<file path="src/rtl/rgb_stream_pkg.sv">
// Shared types and constants for the RGB stream path (arbiter, converter, DMA glue).
// A beat carries four 32-bit 0BGR888 pixels.
package rgb_stream_pkg;

    localparam int unsigned PIX_PER_BEAT = 4;
    localparam int unsigned BEAT_W       = 128;
    localparam int unsigned KEEP_W       = BEAT_W / 8;

    typedef enum logic [1:0] {
        IDLE   = 2'd0,
        GRANT0 = 2'd1,
        GRANT1 = 2'd2
    } arb_state_t;

    // One-hot owner view of the arbiter state: 01=s0, 10=s1, 00=none.
    function automatic logic [1:0] state_to_grant(arb_state_t st);
        logic [1:0] g;
        g = 2'b00;
        if (st == GRANT0) g = 2'b01;
        if (st == GRANT1) g = 2'b10;
        return g;
    endfunction

endpackage

</file>
<file path="src/rtl/axis_skid_buffer.sv">
// Generic 2-entry AXI-Stream register slice with a registered input ready.
// Full throughput when the sink is always ready; output held stable while stalled.
module axis_skid_buffer #(
    parameter int unsigned WIDTH = 8
) (
    input  logic             clk_i,
    input  logic             rst_i,
    input  logic             in_valid_i,
    output logic             in_ready_o,
    input  logic [WIDTH-1:0] in_data_i,
    output logic             out_valid_o,
    input  logic             out_ready_i,
    output logic [WIDTH-1:0] out_data_o
);

    logic             main_valid_q, main_valid_d;
    logic             skid_valid_q, skid_valid_d;
    logic             in_ready_q, in_ready_d;
    logic [WIDTH-1:0] main_data_q, main_data_d;
    logic [WIDTH-1:0] skid_data_q, skid_data_d;
    logic             push;
    logic             pop;

    always_comb begin
        push         = in_valid_i & in_ready_q;
        pop          = main_valid_q & out_ready_i;
        main_valid_d = main_valid_q;
        skid_valid_d = skid_valid_q;
        main_data_d  = main_data_q;
        skid_data_d  = skid_data_q;

        if (pop || !main_valid_q) begin
            if (skid_valid_q) begin
                main_valid_d = 1'b1;
                main_data_d  = skid_data_q;
                skid_valid_d = push;
                if (push) skid_data_d = in_data_i;
            end else begin
                main_valid_d = push;
                if (push) main_data_d = in_data_i;
            end
        end else if (push) begin
            // Output stalled: park the new beat in the second entry.
            skid_valid_d = 1'b1;
            skid_data_d  = in_data_i;
        end

        in_ready_d = !(main_valid_d && skid_valid_d);
    end

    always_ff @(posedge clk_i) begin
        if (rst_i) begin
            main_valid_q <= 1'b0;
            skid_valid_q <= 1'b0;
            in_ready_q   <= 1'b0;
        end else begin
            main_valid_q <= main_valid_d;
            skid_valid_q <= skid_valid_d;
            in_ready_q   <= in_ready_d;
        end
    end

    always_ff @(posedge clk_i) begin
        main_data_q <= main_data_d;
        skid_data_q <= skid_data_d;
    end

    assign in_ready_o  = in_ready_q;
    assign out_valid_o = main_valid_q;
    assign out_data_o  = main_data_q;

endmodule

</file>
<file path="src/rtl/rgb_stream_arbiter.sv">
// Packet-level round-robin arbiter sharing one RGB888->RGB565 converter between two
// DMA read streams, with a registered skid output and per-source packet statistics.
module rgb_stream_arbiter #(
    parameter int unsigned DATA_W        = 128,
    parameter int unsigned KEEP_W        = 16,
    parameter int unsigned MAX_PKT_BEATS = 1024,
    parameter int unsigned CNT_W         = 16
) (
    input  logic              aclk,
    input  logic              areset,
    input  logic              s0_tvalid,
    output logic              s0_tready,
    input  logic              s0_tlast,
    input  logic [KEEP_W-1:0] s0_tkeep,
    input  logic [DATA_W-1:0] s0_tdata,
    input  logic              s1_tvalid,
    output logic              s1_tready,
    input  logic              s1_tlast,
    input  logic [KEEP_W-1:0] s1_tkeep,
    input  logic [DATA_W-1:0] s1_tdata,
    output logic              m_tvalid,
    input  logic              m_tready,
    output logic              m_tlast,
    output logic [KEEP_W-1:0] m_tkeep,
    output logic [DATA_W-1:0] m_tdata,
    output logic [1:0]        grant,
    input  logic              clear_stats,
    output logic [CNT_W-1:0]  pkt_cnt0,
    output logic [CNT_W-1:0]  pkt_cnt1,
    output logic              overrun_err
);

    import rgb_stream_pkg::*;

    localparam int unsigned BCNT_W = $clog2(MAX_PKT_BEATS + 1);
    localparam int unsigned SKID_W = DATA_W + KEEP_W + 1;
    localparam logic [BCNT_W-1:0] LAST_IDX = BCNT_W'(MAX_PKT_BEATS - 1);

    arb_state_t        state_q, state_d;
    logic              rr_last_q, rr_last_d;  // 1 = s1 was served last
    logic [BCNT_W-1:0] beat_cnt_q, beat_cnt_d;
    logic [CNT_W-1:0]  pkt_cnt0_q, pkt_cnt0_d;
    logic [CNT_W-1:0]  pkt_cnt1_q, pkt_cnt1_d;
    logic              overrun_q, overrun_d;

    logic              src_valid;
    logic              src_last;
    logic [KEEP_W-1:0] src_keep;
    logic [DATA_W-1:0] src_data;
    logic              skid_in_ready;
    logic              limit_hit;
    logic              beat_acc;
    logic [SKID_W-1:0] skid_in_data;
    logic [SKID_W-1:0] skid_out_data;

    always_comb begin
        src_valid = 1'b0;
        src_last  = 1'b0;
        src_keep  = '0;
        src_data  = '0;
        s0_tready = 1'b0;
        s1_tready = 1'b0;
        unique case (state_q)
            GRANT0: begin
                src_valid = s0_tvalid;
                src_last  = s0_tlast;
                src_keep  = s0_tkeep;
                src_data  = s0_tdata;
                s0_tready = skid_in_ready;
            end
            GRANT1: begin
                src_valid = s1_tvalid;
                src_last  = s1_tlast;
                src_keep  = s1_tkeep;
                src_data  = s1_tdata;
                s1_tready = skid_in_ready;
            end
            default: ;
        endcase
    end

    // This beat is the MAX_PKT_BEATS-th of the grant: it closes the packet regardless.
    assign limit_hit    = (beat_cnt_q == LAST_IDX);
    assign beat_acc     = src_valid & skid_in_ready;
    assign skid_in_data = {src_last | limit_hit, src_keep, src_data};

    always_comb begin
        state_d    = state_q;
        rr_last_d  = rr_last_q;
        beat_cnt_d = beat_cnt_q;
        pkt_cnt0_d = pkt_cnt0_q;
        pkt_cnt1_d = pkt_cnt1_q;
        overrun_d  = overrun_q;

        unique case (state_q)
            IDLE: begin
                if (s0_tvalid && (!s1_tvalid || rr_last_q)) begin
                    state_d = GRANT0;
                end else if (s1_tvalid) begin
                    state_d = GRANT1;
                end
            end
            GRANT0, GRANT1: begin
                if (beat_acc) begin
                    if (src_last || limit_hit) begin
                        state_d    = IDLE;
                        rr_last_d  = (state_q == GRANT1);
                        beat_cnt_d = '0;
                        if (state_q == GRANT0) pkt_cnt0_d = pkt_cnt0_q + CNT_W'(1);
                        else                   pkt_cnt1_d = pkt_cnt1_q + CNT_W'(1);
                        if (!src_last) overrun_d = 1'b1;
                    end else begin
                        beat_cnt_d = beat_cnt_q + BCNT_W'(1);
                    end
                end
            end
            default: state_d = IDLE;
        endcase

        if (clear_stats) begin
            pkt_cnt0_d = '0;
            pkt_cnt1_d = '0;
            overrun_d  = 1'b0;
        end
    end

    always_ff @(posedge aclk) begin
        if (areset) begin
            state_q    <= IDLE;
            rr_last_q  <= 1'b1;
            beat_cnt_q <= '0;
            pkt_cnt0_q <= '0;
            pkt_cnt1_q <= '0;
            overrun_q  <= 1'b0;
        end else begin
            state_q    <= state_d;
            rr_last_q  <= rr_last_d;
            beat_cnt_q <= beat_cnt_d;
            pkt_cnt0_q <= pkt_cnt0_d;
            pkt_cnt1_q <= pkt_cnt1_d;
            overrun_q  <= overrun_d;
        end
    end

    axis_skid_buffer #(
        .WIDTH(SKID_W)
    ) u_skid (
        .clk_i      (aclk),
        .rst_i      (areset),
        .in_valid_i (src_valid),
        .in_ready_o (skid_in_ready),
        .in_data_i  (skid_in_data),
        .out_valid_o(m_tvalid),
        .out_ready_i(m_tready),
        .out_data_o (skid_out_data)
    );

    assign {m_tlast, m_tkeep, m_tdata} = skid_out_data;
    assign grant       = state_to_grant(state_q);
    assign pkt_cnt0    = pkt_cnt0_q;
    assign pkt_cnt1    = pkt_cnt1_q;
    assign overrun_err = overrun_q;

endmodule
</file>
<file path="config.mk">
export PLATFORM = sky130hd
export DESIGN_NAME = rgb_stream_arbiter
export DESIGN_NICKNAME = d
export VERILOG_FILES = /design/src/rtl/rgb_stream_pkg.sv /design/src/rtl/axis_skid_buffer.sv /design/src/rtl/rgb_stream_arbiter.sv
export SDC_FILE = /design/constraint.sdc
export NUM_CORES = 1
export LEC_CHECK = 0
export ABC_AREA = 1
export ABC_CLOCK_PERIOD_IN_PS = 20500
export CAP_MARGIN = 10
export CORE_UTILIZATION = 40
export CTS_CLUSTER_DIAMETER = 100
export DETAILED_ROUTE_END_ITERATION = 10
export PLACE_DENSITY = 0.67
export SLEW_MARGIN = 40
export SYNTH_ARGS = -nofsm -noshare
export SYNTH_HDL_FRONTEND = slang
export SYNTH_HIERARCHICAL = 1
export SYNTH_SLANG_ARGS = --single-unit
</file>
<file path="constraint.sdc">
create_clock -name aclk -period 20.5 [get_ports aclk]
set_input_delay 3.075 -clock aclk [delete_from_list [all_inputs] [get_ports aclk]]
set_output_delay 3.075 -clock aclk [all_outputs]
set_load 0.005 [all_outputs]
</file>
Word level (Yosys, flattened, before mapping)
Index checks and enable logic that the tools add are counted.
- $add $sub $neg: 3
- eq/ne operators: 7
- multiplexer cells: 24
- bitwise operators: 5
- reduce and logical (&&, ||, !) cells: 19
- operator list (kind ; number):
    $mux 145 ; 5
    $pmux 128 s2 ; 1
    $add 16x1->16 const B ; 2
    $pmux 16 s2 ; 1
    $reduce_and 4->1 ; 3
    $add 11x1->11 const B ; 1
    $eq 11x10->1 const B ; 1
    $mux 11 ; 1
    $mux 2 ; 5
    $mux 1 ; 8
    $reduce_and 3->1 ; 2
    $ne 2x2->1 const B ; 2
    $pmux 1 s2 ; 2
    $pmux 2 s2 ; 1
    $reduce_and 2->1 ; 2
    $reduce_or 2->1 ; 2
    $logic_not 1->1 ; 3
    $logic_or 1x1->1 ; 3
    $ne 3x3->1 const B ; 1
    $and 1x1->1 ; 2
    $eq 2x1->1 const B ; 1
    $eq 2x2->1 const B ; 1
    $logic_and 1x1->1 ; 2
    $logic_not 2->1 ; 1
    4 further kinds ; 5
- register bits: 340
- input port bits: 296
- output and inout bits: 183
- word-level logic and storage cells: 69

Longest topological paths before layout
Gate-level depths: netlist of run 1.
- depth in word-level cells: 7
- mapped depth: 12
- gate-level depth less buffers: 11

Cells and area by module
Netlist of run 1, hierarchy kept.
- by module, submodules not included (module ; times used ; cells each ; area an instance (µm²) ; seq. area each (µm²)):
    axis_skid_buffer ; 1 ; 777 ; 10724.0 ; 8768.4
    rgb_stream_arbiter ; 1 ; 906 ; 4899.7 ; 940.9

Worst setup path before layout of run 1
Ideal clock, no wire load.
- path type: in2reg
- start point: input port s1_tvalid
- end point: register u_skid.skid_data_q[0], enable pin
- arrival: 10383 ps
- data required time: 19802 ps
- slack: 9419 ps
- stages on the path: 6
- path buffers: 0
- path through: nand2_1 nand2_2 nand2_1 inv_1 nand2_1 a21oi_1
- RTL lines (element ; line ; text):
    start, declared ; rgb_stream_arbiter.sv:16 ; input logic s1_tvalid,
    end signal, assigned ; axis_skid_buffer.sv:65 ; skid_data_q <= skid_data_d;
    end, declared ; axis_skid_buffer.sv:20 ; logic [WIDTH-1:0] skid_data_q, skid_data_d;

Worst setup path after layout of run 1
- start point: register state_q[0]
- end point: output port s1_tready
- cells in the longest elaborated chain, start to end: 2
- RTL lines (element ; line ; text):
    start, declared ; rgb_stream_arbiter.sv:39 ; arb_state_t state_q, state_d;
    start signal, assigned ; rgb_stream_arbiter.sv:136 ; state_q <= state_d;
    $eq 2x2->1 ; rgb_stream_arbiter.sv:63 ; unique case (state_q)
    $mux 1 ; rgb_stream_arbiter.sv:63 ;
    end, declared ; rgb_stream_arbiter.sv:17 ; output logic s1_tready,
Every way passes these cells.

==> summary.txt, run 1 <==
Yosys
  • Arithmetic-cell share of the synthesized area counting full adders, half adders and majority gates: 0.561%
  • Simple-gate share of the synthesized area: roughly 25%
  • Commonest cells in the synthesized netlist: 861 x sky130_fd_sc_hd__nand2_1, 290 x sky130_fd_sc_hd__edfxtp_1, 163 x sky130_fd_sc_hd__a21oi_1
  • Area leader, netlist: sky130_fd_sc_hd__edfxtp_1
  • Portion of synthesized cell area occupied by the leading cell type: 55.7%
  • Multiplexer fraction of the synthesized cell area: less than 1%
  • Synth Area in XOR/XNOR: 0.953%
  • Post-synth EDFFs: slightly below 300
  • Compound-gate portion of the synthesized area: under 10%
  • Post-synthesis net count: between 1500 and 2000
  • Post-synthesis sequential element count: 340
  • Synthesis Warnings: 6
  • Avg Synthesized Cell Area: 9.28 um2
  • Largest family of logic cells by synthesized area: simple AND/OR/NAND/NOR gates
  • Synth area leaders: sky130_fd_sc_hd__edfxtp_1 56%, sky130_fd_sc_hd__nand2_1 21%, sky130_fd_sc_hd__dfxtp_1 6.4%
  • Netlist cell types: 33
  • Instance count of the mapped netlist: 1683
  • Post-synthesis instance area: between 15000 and 20000 um2
  • Primary flip-flop cell chosen by synthesis mapping: sky130_fd_sc_hd__edfxtp_1
  • Library cell with the highest instance count after synthesis: sky130_fd_sc_hd__nand2_1
  • Sequential share of the synthesized area: 62.1%
  • FFs w/ async S/R, synth: 0%

Clocking
  • Total number of clock tree sinks: between 300 and 400
  • Clock tree from TritonCTS: built
  • Number of buffers between clock root and the deepest sink: 3
  • Later-pin clock latency in the skew report: about 0.52 ns
  • Buffer type at the clock tree root: sky130_fd_sc_hd__clkbuf_16
  • Cts bufs inserted: 38
  • Clk pin slew, worst setup/hold paths: approximately 0.060 ns
  • Post-CTS sizing: 0
  • Level count of the clock H-tree: 2
  • Total of hold buffers inserted after clock tree synthesis: 0
  • Number of setup buffers added after CTS: 0

Critical path
  • R2R Path Start: state_q[0]
  • Crit Path Max Fanout: 85
  • CP Class: register to output pin
  • Endpoint required time on the critical path: 17.43 ns
  • Nature of the critical path endpoint: output pin
  • Worst Reg-to-Reg Cells: 11
  • Startpoint types: register
  • Start point of the critical path: state_q[0]
  • End of the worst register-to-register path: u_skid/out_data_o[30]
  • Arrival time of the worst setup path: roughly 3 ns
  • Worst setup endpoint: s1_tready
  • Reg2reg setup slack: around 17 ns

Placed design
  • Final weighted congestion in routability-driven placement: just under 0.9
  • Detailed Place HPWL: 31300 um
  • Input/output buffers: roughly 480
  • Pre-CTS setup slack: ~14 ns
  • Cell Count Post-Placement: 2599

Power
  • Overall power: 1.94 mW
  • Power density of the placed cells: roughly 88 nW/um2
  • Leakage component of the power: 8.00 nW
  • Maximum ir drop on the vdd rail: about 0.000065 V

Final layout
  • Layout overhead on the synthesized area: 41.2%
  • Final #Nets: between 2000 and 2500
  • Proportion of layout cells with a drive suffix above 1: around 5.8%
  • Count of placed standard cells in the final layout, fillers left out: approximately 2700

Flow run
  • Total of max-cap violations: 0

Route
  • Initial DRT Pass Iterations: 6
  • DR vias/cell: 4.87
  • Average routed wire per standard cell: about 17 um
  • Remaining antenna violation count: 0
  • Detailed Route WL: around 46000 um
  • DR vias: around 13000
  • Drt first-iter violations: between 600 and 700
  • DRC: 0

Timing
  • Rel. slew slack: between 40 and 50%
  • Fin worst setup slack: 14.42 ns
  • Aggregate negative setup slack: 0 ns
  • Final setup violation count: 0
  • Final-report hold violation count: 0
  • Clock period minus worst slack: 6.08 ns
  • Maximum clock frequency: 165 MHz
  • Setup repair after global routing missed its margin: false
  • Worst slack on hold paths: 0.451 ns
  • Setup skew after layout: 0.0139 ns
  • Transition time of the tightest slew-check pin: between 0.7 and 0.8 ns
  • Final count of pins violating max slew: 0
  • Final period util: between 20% and 30%

Min path
  • Tightest Hold Check Type: register to register
  • Worst min-delay path startpoint: overrun_err

Floorplanning
  • Die boundary width: roughly 200 um
  • Die H: ~200 um
  • Initial Utilization: 40.5%
  • Floorplan die area: approximately 40000 um2
  • Number of standard-cell rows in the floorplan: about 70
  • Core ar.: roughly 39000 um2
  • IO Count: around 480

Run status
  • Outcome: finished, final reports clean

Global routing
  • Initial antenna violation count: 6
  • Global-route wire length before repair: 66400 um
  • Global-route usage over all layers: 21.9%
  • Total gr overflow: 0
  • Pin count of the biggest net entering global routing: 146
  • Via count of the first global-routing pass: 12000
-- power breakdown --
group / switching (mW) / total, mW / internal [mW]
Sequential: 0.00767 / 0.812 / 0.804
Clock: 0.267 / 0.702 / 0.435
Combinational: 0.268 / 0.424 / 0.156
-- cell usage in the layout, fill, tap and decap left out, drive strengths merged, types with 3 or more instances in the layout --
cell type | netlist | layout
inv | 49 | 50
nand3 | 24 | 24
clkinv | 0 | 15
nand2 | 886 | 886
xnor2 | 4 | 4
diode | 0 | 5
clkbuf | 35 | 45
nor3 | 3 | 3
edfxtp | 290 | 290
bufinv | 0 | 7
xor2 | 13 | 13
o21ai | 7 | 7
nand4 | 18 | 18
dfxtp | 50 | 50
buf | 53 | 10
nor2 | 55 | 55
ha | 7 | 7
a21oi | 183 | 183
clkdlybuf4s50 | 0 | 478
-- area by class of cell --
cell class / count / area (um2)
antenna: 5 / 12.5
clock buffer: 45 / 998
clock inverter: 24 / 289
fill: 3435 / 16500
inverter: 49 / 204
multi-input combinational: 1206 / 5270
sequential: 340 / 9710
tap: 518 / 648
timing repair buffer: 488 / 4920
-- state kept, by name, indices dropped and copies added (netlist names) --
name                 flops
pkt_cnt0                16
u_skid/skid_data_q     145
beat_cnt_q              11
rr_last_q                1
u_skid/out_valid_o       1
pkt_cnt1                16
state_q                  2
overrun_err              1
u_skid/in_ready_o        1
u_skid/skid_valid_q      1
u_skid/out_data_o      145
-- critical path, cell delays in order (launching register included) --
cell	delay, ns
sky130_fd_sc_hd__dfxtp_1	0.34
sky130_fd_sc_hd__inv_1	0.14
sky130_fd_sc_hd__ha_4	0.61
sky130_fd_sc_hd__buf_6	0.59
sky130_fd_sc_hd__nand2_1	0.11
sky130_fd_sc_hd__inv_1	0.09
sky130_fd_sc_hd__clkdlybuf4s50_1	0.50
-- worst min path at each step --
stage	endpoint	slack (ns)	depth (start not counted)
2_1_floorplan	rr_last_q	0.45	2
3_3_place_gp	overrun_err	0.44	2
3_5_place_dp	overrun_err	0.44	2
4_1_cts	overrun_err	0.45	2
5_1_grt	overrun_err	0.48	2
6_report	overrun_err	0.45	2
-- through the flow --
step,instance area [um2],utilization (%)
after floorplan,15600,-
after global placement,20700,53.7
after detailed placement,20700,53.7
after CTS,22000,57.0
after global routing,22100,57.2
final,22100,57.2
-- logic make-up (layout without fill, tap and decap cells) --
| family | count (synthesis) | count (layout) |
|---|---|---|
| multiplexers | 1 | 1 |
| buffers and inverters | 137 | 606 |
| adder cells (fa/ha/maj) | 7 | 7 |
| other | 0 | 5 |
| XOR/XNOR | 17 | 17 |
| flip-flops | 340 | 340 |
| AO/OA/AOI/OAI | 193 | 193 |
| AND/OR/NAND/NOR | 988 | 988 |
-- routing by layer --
metal | track usage, % | up-vias | part of all wire (%)
li1 | - | 6417 | -
met1 | 27.0 | 6032 | 41
met2 | 36.2 | 503 | 47
met3 | 5.70 | 83 | 8.3
met4 | 9.36 | 2 | 3.5
met5 | 0 | - | 0.022
(Power assumes the default switching activity.)
==> run 2: changes to the inputs <==
--- a/config.mk
+++ b/config.mk
@@ -6,12 +6,12 @@
 export NUM_CORES = 1
 export LEC_CHECK = 0
 export ABC_AREA = 1
-export ABC_CLOCK_PERIOD_IN_PS = 20500
+export ABC_CLOCK_PERIOD_IN_PS = 5150
 export CAP_MARGIN = 10
 export CORE_UTILIZATION = 40
 export CTS_CLUSTER_DIAMETER = 100
 export DETAILED_ROUTE_END_ITERATION = 10
-export PLACE_DENSITY = 0.67
+export PLACE_DENSITY = 0.7
 export SLEW_MARGIN = 40
 export SYNTH_ARGS = -nofsm -noshare
 export SYNTH_HDL_FRONTEND = slang
==> constraint.sdc (replaced) <==
create_clock -name aclk -period 5.15 [get_ports aclk]
set_input_delay 0.7725 -clock aclk [delete_from_list [all_inputs] [get_ports aclk]]
set_output_delay 0.7725 -clock aclk [all_outputs]
set_load 0.005 [all_outputs]
==> run 2 against run 1 <==
Via count fell by 0.38%. Routed wire length rose by 0.66%. Non-clock buffer count rose by 3. Power rose to 4.0 times the previous value. Sequential share of layout area barely moved. Critical endpoint is now s0_tready.
==> summary.txt, run 2 (synthesis results as in run 1) <==
Critical path
  • R2R Path Start: state_q[1]
  • Arrival time of the worst setup path: 2.37 ns (-0.63 ns)
  • Endpoint required time on the critical path: 4.38 ns (-13.05 ns)
  • Crit Path Max Fanout: 61 (-28%)
  • Reg2reg setup slack: 2.40 ns (-14.52 ns)
  • Nature of the critical path endpoint: output pin
  • Worst Reg-to-Reg Cells: 11 (unchanged)
  • Startpoint types: register
  • CP Class: register to output pin
  • End of the worst register-to-register path: u_skid/out_data_o[133]

Min path
  • Tightest Hold Check Type: register to register
  • Number of cells traversed by the worst hold path: 2 (unchanged)
  • Worst min-delay path startpoint: beat_cnt_q[10]
  • End point of the worst hold path: beat_cnt_q[10]

Route
  • DR vias: 13000 (-0.38%)
  • DRC: 0 (unchanged)
  • Initial DRT Pass Iterations: 6 (unchanged)
  • Drt first-iter violations: 763 (+16%)
  • Average routed wire per standard cell: 17.3 um (+0.77%)
  • DR vias/cell: 4.86 (-0.27%)
  • Remaining antenna violation count: 0 (unchanged)
  • Detailed Route WL: 46200 um (+0.66%)

Clocking
  • Buffer type at the clock tree root: sky130_fd_sc_hd__clkbuf_16
  • Clock tree from TritonCTS: built
  • Cts bufs inserted: 38 (unchanged)
  • Clk pin slew, worst setup/hold paths: 0.06 ns (about the same)
  • Post-CTS sizing: 0 (unchanged)
  • Total number of clock tree sinks: 340 (unchanged)
  • Total of hold buffers inserted after clock tree synthesis: 0 (unchanged)
  • Level count of the clock H-tree: 2 (unchanged)
  • Number of setup buffers added after CTS: 0 (unchanged)
  • Number of buffers between clock root and the deepest sink: 3 (unchanged)
  • Later-pin clock latency in the skew report: 0.52 ns (about the same)

Global routing
  • Pin count of the biggest net entering global routing: 101 (-31%)
  • Via count of the first global-routing pass: 11900 (-0.72%)
  • Global-route usage over all layers: 21.9% (about the same)
  • Global-route wire length before repair: 66500 um (about the same)
  • Initial antenna violation count: 3 (-3)
  • Total gr overflow: 0 (unchanged)

Timing
  • Maximum clock frequency: 318 MHz
  • Setup skew after layout: 0.0207 ns (+0.00677 ns)
  • Final setup violation count: 0 (unchanged)
  • Final count of pins violating max slew: 0 (unchanged)
  • Setup repair after global routing missed its margin: false
  • Final-report hold violation count: 0 (unchanged)
  • Final period util: about three fifths
  • Aggregate negative setup slack: 0 ns (unchanged)
  • Rel. slew slack: 48.9% (+0.32 points)
  • Clock period minus worst slack: 3.15 ns
  • Transition time of the tightest slew-check pin: 0.766 ns (-0.00485 ns)

Final layout
  • Layout overhead on the synthesized area: 41.0% (about the same)
  • Proportion of layout cells with a drive suffix above 1: 6.04% (+0.23 points)
  • Final #Nets: 2429 (+0.12%)
  • Top library cells by usage in the layout, fill and taps aside: 861 x sky130_fd_sc_hd__nand2_1, 478 x sky130_fd_sc_hd__clkdlybuf4s50_1, 290 x sky130_fd_sc_hd__edfxtp_1
  • Commonest non-fill, non-tap cell in the layout: sky130_fd_sc_hd__nand2_1
  • Count of placed standard cells in the final layout, fillers left out: 2672 (-0.11%)

Power
  • Power density of the placed cells: 347 nW/um2 (+300%)
  • Maximum ir drop on the vdd rail: 0.000208 V (+220%)
  • Overall power: 7.65 mW (+300%)
  • Leakage component of the power: 8.00 nW (about the same)

Floorplanning
  • Die H: 200 um (unchanged)
  • Floorplan die area: 39900 um2 (unchanged)
  • IO Count: 479 (unchanged)
  • Number of standard-cell rows in the floorplan: 72 (unchanged)
  • Initial Utilization: 40.5% (unchanged)
  • Die boundary width: 200 um (unchanged)
  • Core ar.: 38600 um2 (unchanged)

Placed design
  • Final weighted congestion in routability-driven placement: 0.920 (+4.7%)
  • Cell Count Post-Placement: 2602 (+0.12%)
  • Input/output buffers: 478 (unchanged)
  • Detailed Place HPWL: 31700 um (+1.4%)

Flow run
  • Total of max-cap violations: 0 (unchanged)

Run status
  • Outcome: finished, final reports clean
==> run 2: cell types whose count changed in the layout (fill, tap and decap cells not counted), sizes merged <==
cell | previous run | this run
clkinv | 15 | 14
diode | 5 | 2
bufinv | 7 | 5
clkinvlp | 1 | 0
clkbuf | 45 | 46
buf | 10 | 13
==> run 2: worst max-delay path by stage <==
stage               start                     to  slack, ns  cells past startpoint
2_1_floorplan   s1_tvalid   u_skid/out_data_o[0]       0.58                      8
6_report       state_q[1]              s0_tready       2.00                      5
5_1_grt        state_q[1]              s0_tready       1.85                      5
3_3_place_gp    s1_tvalid   u_skid/out_data_o[0]       1.70                     10
3_5_place_dp    s1_tvalid  u_skid/out_data_o[47]       1.76                     10
4_1_cts        state_q[1]  u_skid/out_data_o[56]       1.94                     11
==> run 2: routing by layer <==
metal | GRT usage [%] | part of all wire [%] | vias up
li1 | - | - | 6416
met1 | 27.5 | 41 | 5995
met2 | 36.4 | 47 | 497
met3 | 5.81 | 8.9 | 77
met4 | 7.52 | 3.0 | 2
met5 | 0 | 0.019 | -
==> run 2: final cells by class <==
| cell class | instances | area [um2] |
|---|---|---|
| timing repair buffer | 491 | 4950 |
| inverter | 49 | 201 |
| tap | 518 | 648 |
| multi-input combinational | 1206 | 5270 |
| clock buffer | 46 | 1000 |
| sequential | 340 | 9710 |
| fill | 3372 | 16500 |
| clock inverter | 20 | 241 |
| antenna | 2 | 5.00 |
==> run 2: power breakdown <==
| part | internal [mW] | switching [mW] | total, mW |
|---|---|---|---|
| clock network | 1.64 | 1.08 | 2.72 |
| registers | 3.20 | 0.0329 | 3.23 |
| logic | 0.630 | 1.08 | 1.71 |
| total | 5.47 | 2.19 | 7.65 |
==> run 2: critical path: stages (launching register included) <==
cell	delay (ns)
sky130_fd_sc_hd__dfxtp_1	0.33
sky130_fd_sc_hd__inv_1	0.15
sky130_fd_sc_hd__ha_4	0.63
sky130_fd_sc_hd__nand2_1	0.11
sky130_fd_sc_hd__inv_1	0.09
sky130_fd_sc_hd__clkdlybuf4s50_1	0.53
==> run 2: per-stage QoR <==
step | cell area (um2) | setup slack [ns] | utilization, % | hold WS (ns)
floorplan | 15600 | 0.581 | - | 0.446
finish | 22000 | 2.00 | 57.1 | 0.482
global route | 22000 | 1.85 | 57.1 | 0.499
detailed placement | 20700 | 1.76 | 53.8 | 0.472
CTS | 22000 | 1.94 | 57.0 | 0.485
global placement | 20700 | 1.70 | 53.7 | 0.466
==> run 3: changes to the inputs <==
--- a/config.mk
+++ b/config.mk
@@ -6,12 +6,12 @@
 export NUM_CORES = 1
 export LEC_CHECK = 0
 export ABC_AREA = 1
-export ABC_CLOCK_PERIOD_IN_PS = 5150
+export ABC_CLOCK_PERIOD_IN_PS = 3300
 export CAP_MARGIN = 10
 export CORE_UTILIZATION = 40
 export CTS_CLUSTER_DIAMETER = 100
 export DETAILED_ROUTE_END_ITERATION = 10
-export PLACE_DENSITY = 0.7
+export PLACE_DENSITY = 0.67
 export SLEW_MARGIN = 40
 export SYNTH_ARGS = -nofsm -noshare
 export SYNTH_HDL_FRONTEND = slang
==> constraint.sdc (replaced) <==
create_clock -name aclk -period 3.3 [get_ports aclk]
set_input_delay 0.495 -clock aclk [delete_from_list [all_inputs] [get_ports aclk]]
set_output_delay 0.495 -clock aclk [all_outputs]
set_load 0.005 [all_outputs]
==> run 3 against run 2 <==
Clock power up 37%. Critical path type unchanged. Critical endpoint unchanged. Clock skew shrank 0.0049 ns. Final area fell by 0.28%. Setup slack worse by 1.6 ns. Largest power group unchanged. Combinational power grew 58%. Via count decreased by 0.11%. Routed wire length down 1.9%. Hold slack lost 0.0052 ns. Die area unchanged. Highest routed layer is now met4.
==> summary.txt, run 3 (synthesis results as in run 1) <==
Timing
  • Transition time of the tightest slew-check pin: 0.873 ns (+0.107 ns)
  • Final setup violation count: 0 (unchanged)
  • Maximum clock frequency: 342 MHz
  • Final-report hold violation count: 0 (unchanged)
  • Setup repair after global routing missed its margin: false
  • Final period util: between 80% and 90%
  • Setup skew after layout: 0.0158 ns (-0.00488 ns)
  • Rel. slew slack: 41.8% (-7.2 points)
  • Clock period minus worst slack: slightly below 3 ns
  • Final count of pins violating max slew: 0 (unchanged)

Clocking
  • Buffer type at the clock tree root: sky130_fd_sc_hd__clkbuf_16
  • Clock tree from TritonCTS: built
  • Post-CTS sizing: 0 (unchanged)
  • Number of setup buffers added after CTS: 0 (unchanged)
  • Level count of the clock H-tree: 2 (unchanged)
  • Clk pin slew, worst setup/hold paths: 0.06 ns (about the same)
  • Cts bufs inserted: 38 (unchanged)
  • Later-pin clock latency in the skew report: 0.51 ns (about the same)
  • Total of hold buffers inserted after clock tree synthesis: 0 (unchanged)
  • Number of buffers between clock root and the deepest sink: 3 (unchanged)
  • Total number of clock tree sinks: 340 (unchanged)

Floorplanning
  • Number of standard-cell rows in the floorplan: 72 (unchanged)
  • Floorplan die area: 39900 um2 (unchanged)
  • Die H: 200 um (unchanged)
  • Die boundary width: 200 um (unchanged)
  • IO Count: 479 (unchanged)
  • Initial Utilization: 40.5% (unchanged)
  • Core ar.: 38600 um2 (unchanged)

Power
  • Maximum ir drop on the vdd rail: 0.000575 V (+180%)
  • Power density of the placed cells: 523 nW/um2 (+50%)
  • Leakage component of the power: 7.96 nW (-0.50%)

Critical path
  • Endpoint required time on the critical path: 2.80 ns (-1.58 ns)
  • Sequence of cells on the critical path: inv_4 > ha_4 > buf_4 > nand2_1 > inv_1 > clkdlybuf4s50_1
  • Cell with the biggest individual delay on the critical path: sky130_fd_sc_hd__buf_4
  • Nature of the critical path endpoint: output pin
  • Family of cells with the greatest summed delay on the critical path: buffers and inverters
  • Crit Path Max Fanout: 73 (+20%)
  • CP Class: register to output pin
  • Combined buffer and inverter count along the critical path: 4 (+1)
  • Arrival time of the worst setup path: 2.43 ns (+0.06 ns)
  • Startpoint types: register
  • Stage delay of the slowest cell on the critical path: 0.58 ns (-0.05 ns)

Global routing
  • Total gr overflow: 0 (unchanged)
  • Pin count of the biggest net entering global routing: 149 (+48%)
  • Global-route wire length before repair: 65400 um (-1.7%)
  • Via count of the first global-routing pass: 11700 (-1.2%)
  • Global-route usage over all layers: 21.4% (-0.43 points)
  • Initial antenna violation count: 1 (-2)

Final layout
  • Area of all placed cells without fillers: 22000 um2 (-0.28%)
  • Storage cell area: 9720 um2 (about the same)
  • Top library cells by usage in the layout, fill and taps aside: 859 x sky130_fd_sc_hd__nand2_1, 478 x sky130_fd_sc_hd__clkdlybuf4s50_1, 290 x sky130_fd_sc_hd__edfxtp_1
  • Commonest non-fill, non-tap cell in the layout: sky130_fd_sc_hd__nand2_1
  • Final #Nets: 2435 (+0.25%)
  • Proportion of layout cells with a drive suffix above 1: 6.26% (+0.22 points)
  • Count of placed standard cells in the final layout, fillers left out: 2674 (+0.075%)
  • Fill cell count: 3387 (+0.44%)
  • Layout overhead on the synthesized area: 40.6%
  • Area taken by multi-input logic gates: 5290 um2 (+0.33%)

Route
  • DR vias: 13000 (-0.11%)
  • DR vias/cell: 4.85 (-0.18%)
  • DRC: 0 (unchanged)
  • Detailed Route WL: 45300 um (-1.9%)
  • Drt first-iter violations: 682 (-11%)
  • Average routed wire per standard cell: 16.9 um (-2.0%)
  • Initial DRT Pass Iterations: 7 (+1)
  • Remaining antenna violation count: 0 (unchanged)

Min path
  • Tightest Hold Check Type: register to register

Placed design
  • Input/output buffers: 478 (unchanged)
  • Final weighted congestion in routability-driven placement: 0.873 (-5.2%)
  • Cell Count Post-Placement: 2610 (+0.31%)
  • Post-DP Area: 20900 um2 (+0.72%)
  • Detailed Place HPWL: 32100 um (+1.1%)

Run status
  • Outcome: finished, final reports clean

Flow run
  • Total of max-cap violations: 0 (unchanged)
run 3: cell types whose count changed in the layout (fill, tap and decap cells not counted), sizes merged:
cell,before,now
buf,13,19
bufinv,5,0
clkinv,14,15
clkinvlp,0,1
diode,2,1
run 3: cell type report:
| type | instances | share of cell area, % |
|---|---|---|
| inverter | 49 | 0.911 |
| sequential | 340 | 44.2 |
| multi-input combinational | 1206 | 24.1 |
| clock buffer | 46 | 4.56 |
| antenna | 1 | 0.0114 |
| timing repair buffer | 497 | 22.9 |
| tap | 518 | 2.95 |
| clock inverter | 17 | 0.376 |
run 3: path summary, 6_finish.rpt:
| path | start | end | slack, ns | cells past startpoint |
|---|---|---|---|---|
| worst max-delay path | state_q[1] | s0_tready | 0.37 | 6 |
| worst min-delay path | beat_cnt_q[10] | beat_cnt_q[10] | 0.48 | 2 |
| worst max register to register | state_q[1] | pkt_cnt0[1] | 0.84 | 10 |
| worst min register to register | beat_cnt_q[10] | beat_cnt_q[10] | 0.48 | 2 |
run 3: layer usage:
metal / share of wire (%) / track usage, % / vias to the layer above
met5: 0 / 0 / -
met4: 2.1 / 5.82 / 0
met3: 8.1 / 5.54 / 61
met2: 49 / 36.4 / 459
met1: 41 / 26.9 / 6040
li1: - / - / 6413
run 3: stage by stage:
| stage | total power [mW] | hold slack (ns) | setup TNS (ns) | setup WS, ns | utilization, % |
|---|---|---|---|---|---|
| 4_1_cts | 11.6 | 0.479 | 0 | 0.319 | 57.0 |
| 2_1_floorplan | 6.65 | 0.446 | -119.38 | -0.468 | - |
| 5_1_grt | 12.0 | 0.512 | 0 | 0.202 | 57.0 |
| 3_3_place_gp | 7.81 | 0.458 | 0 | 0.425 | 54.2 |
| 3_5_place_dp | 7.87 | 0.470 | 0 | 0.424 | 54.2 |
| 6_report | 11.5 | 0.477 | 0 | 0.373 | 57.0 |
run 3: tightest hold or removal path, cell delays in order, from the launching register on:
cell	delay, ns
sky130_fd_sc_hd__dfxtp_1	0.32
sky130_fd_sc_hd__nand2_1	0.06
sky130_fd_sc_hd__a21oi_1	0.05
run 3: where the power goes:
part,internal (mW),switching [mW]
clock network,2.15,1.59
registers,5.00,0.0511
logic,1.03,1.67
total,8.18,3.31
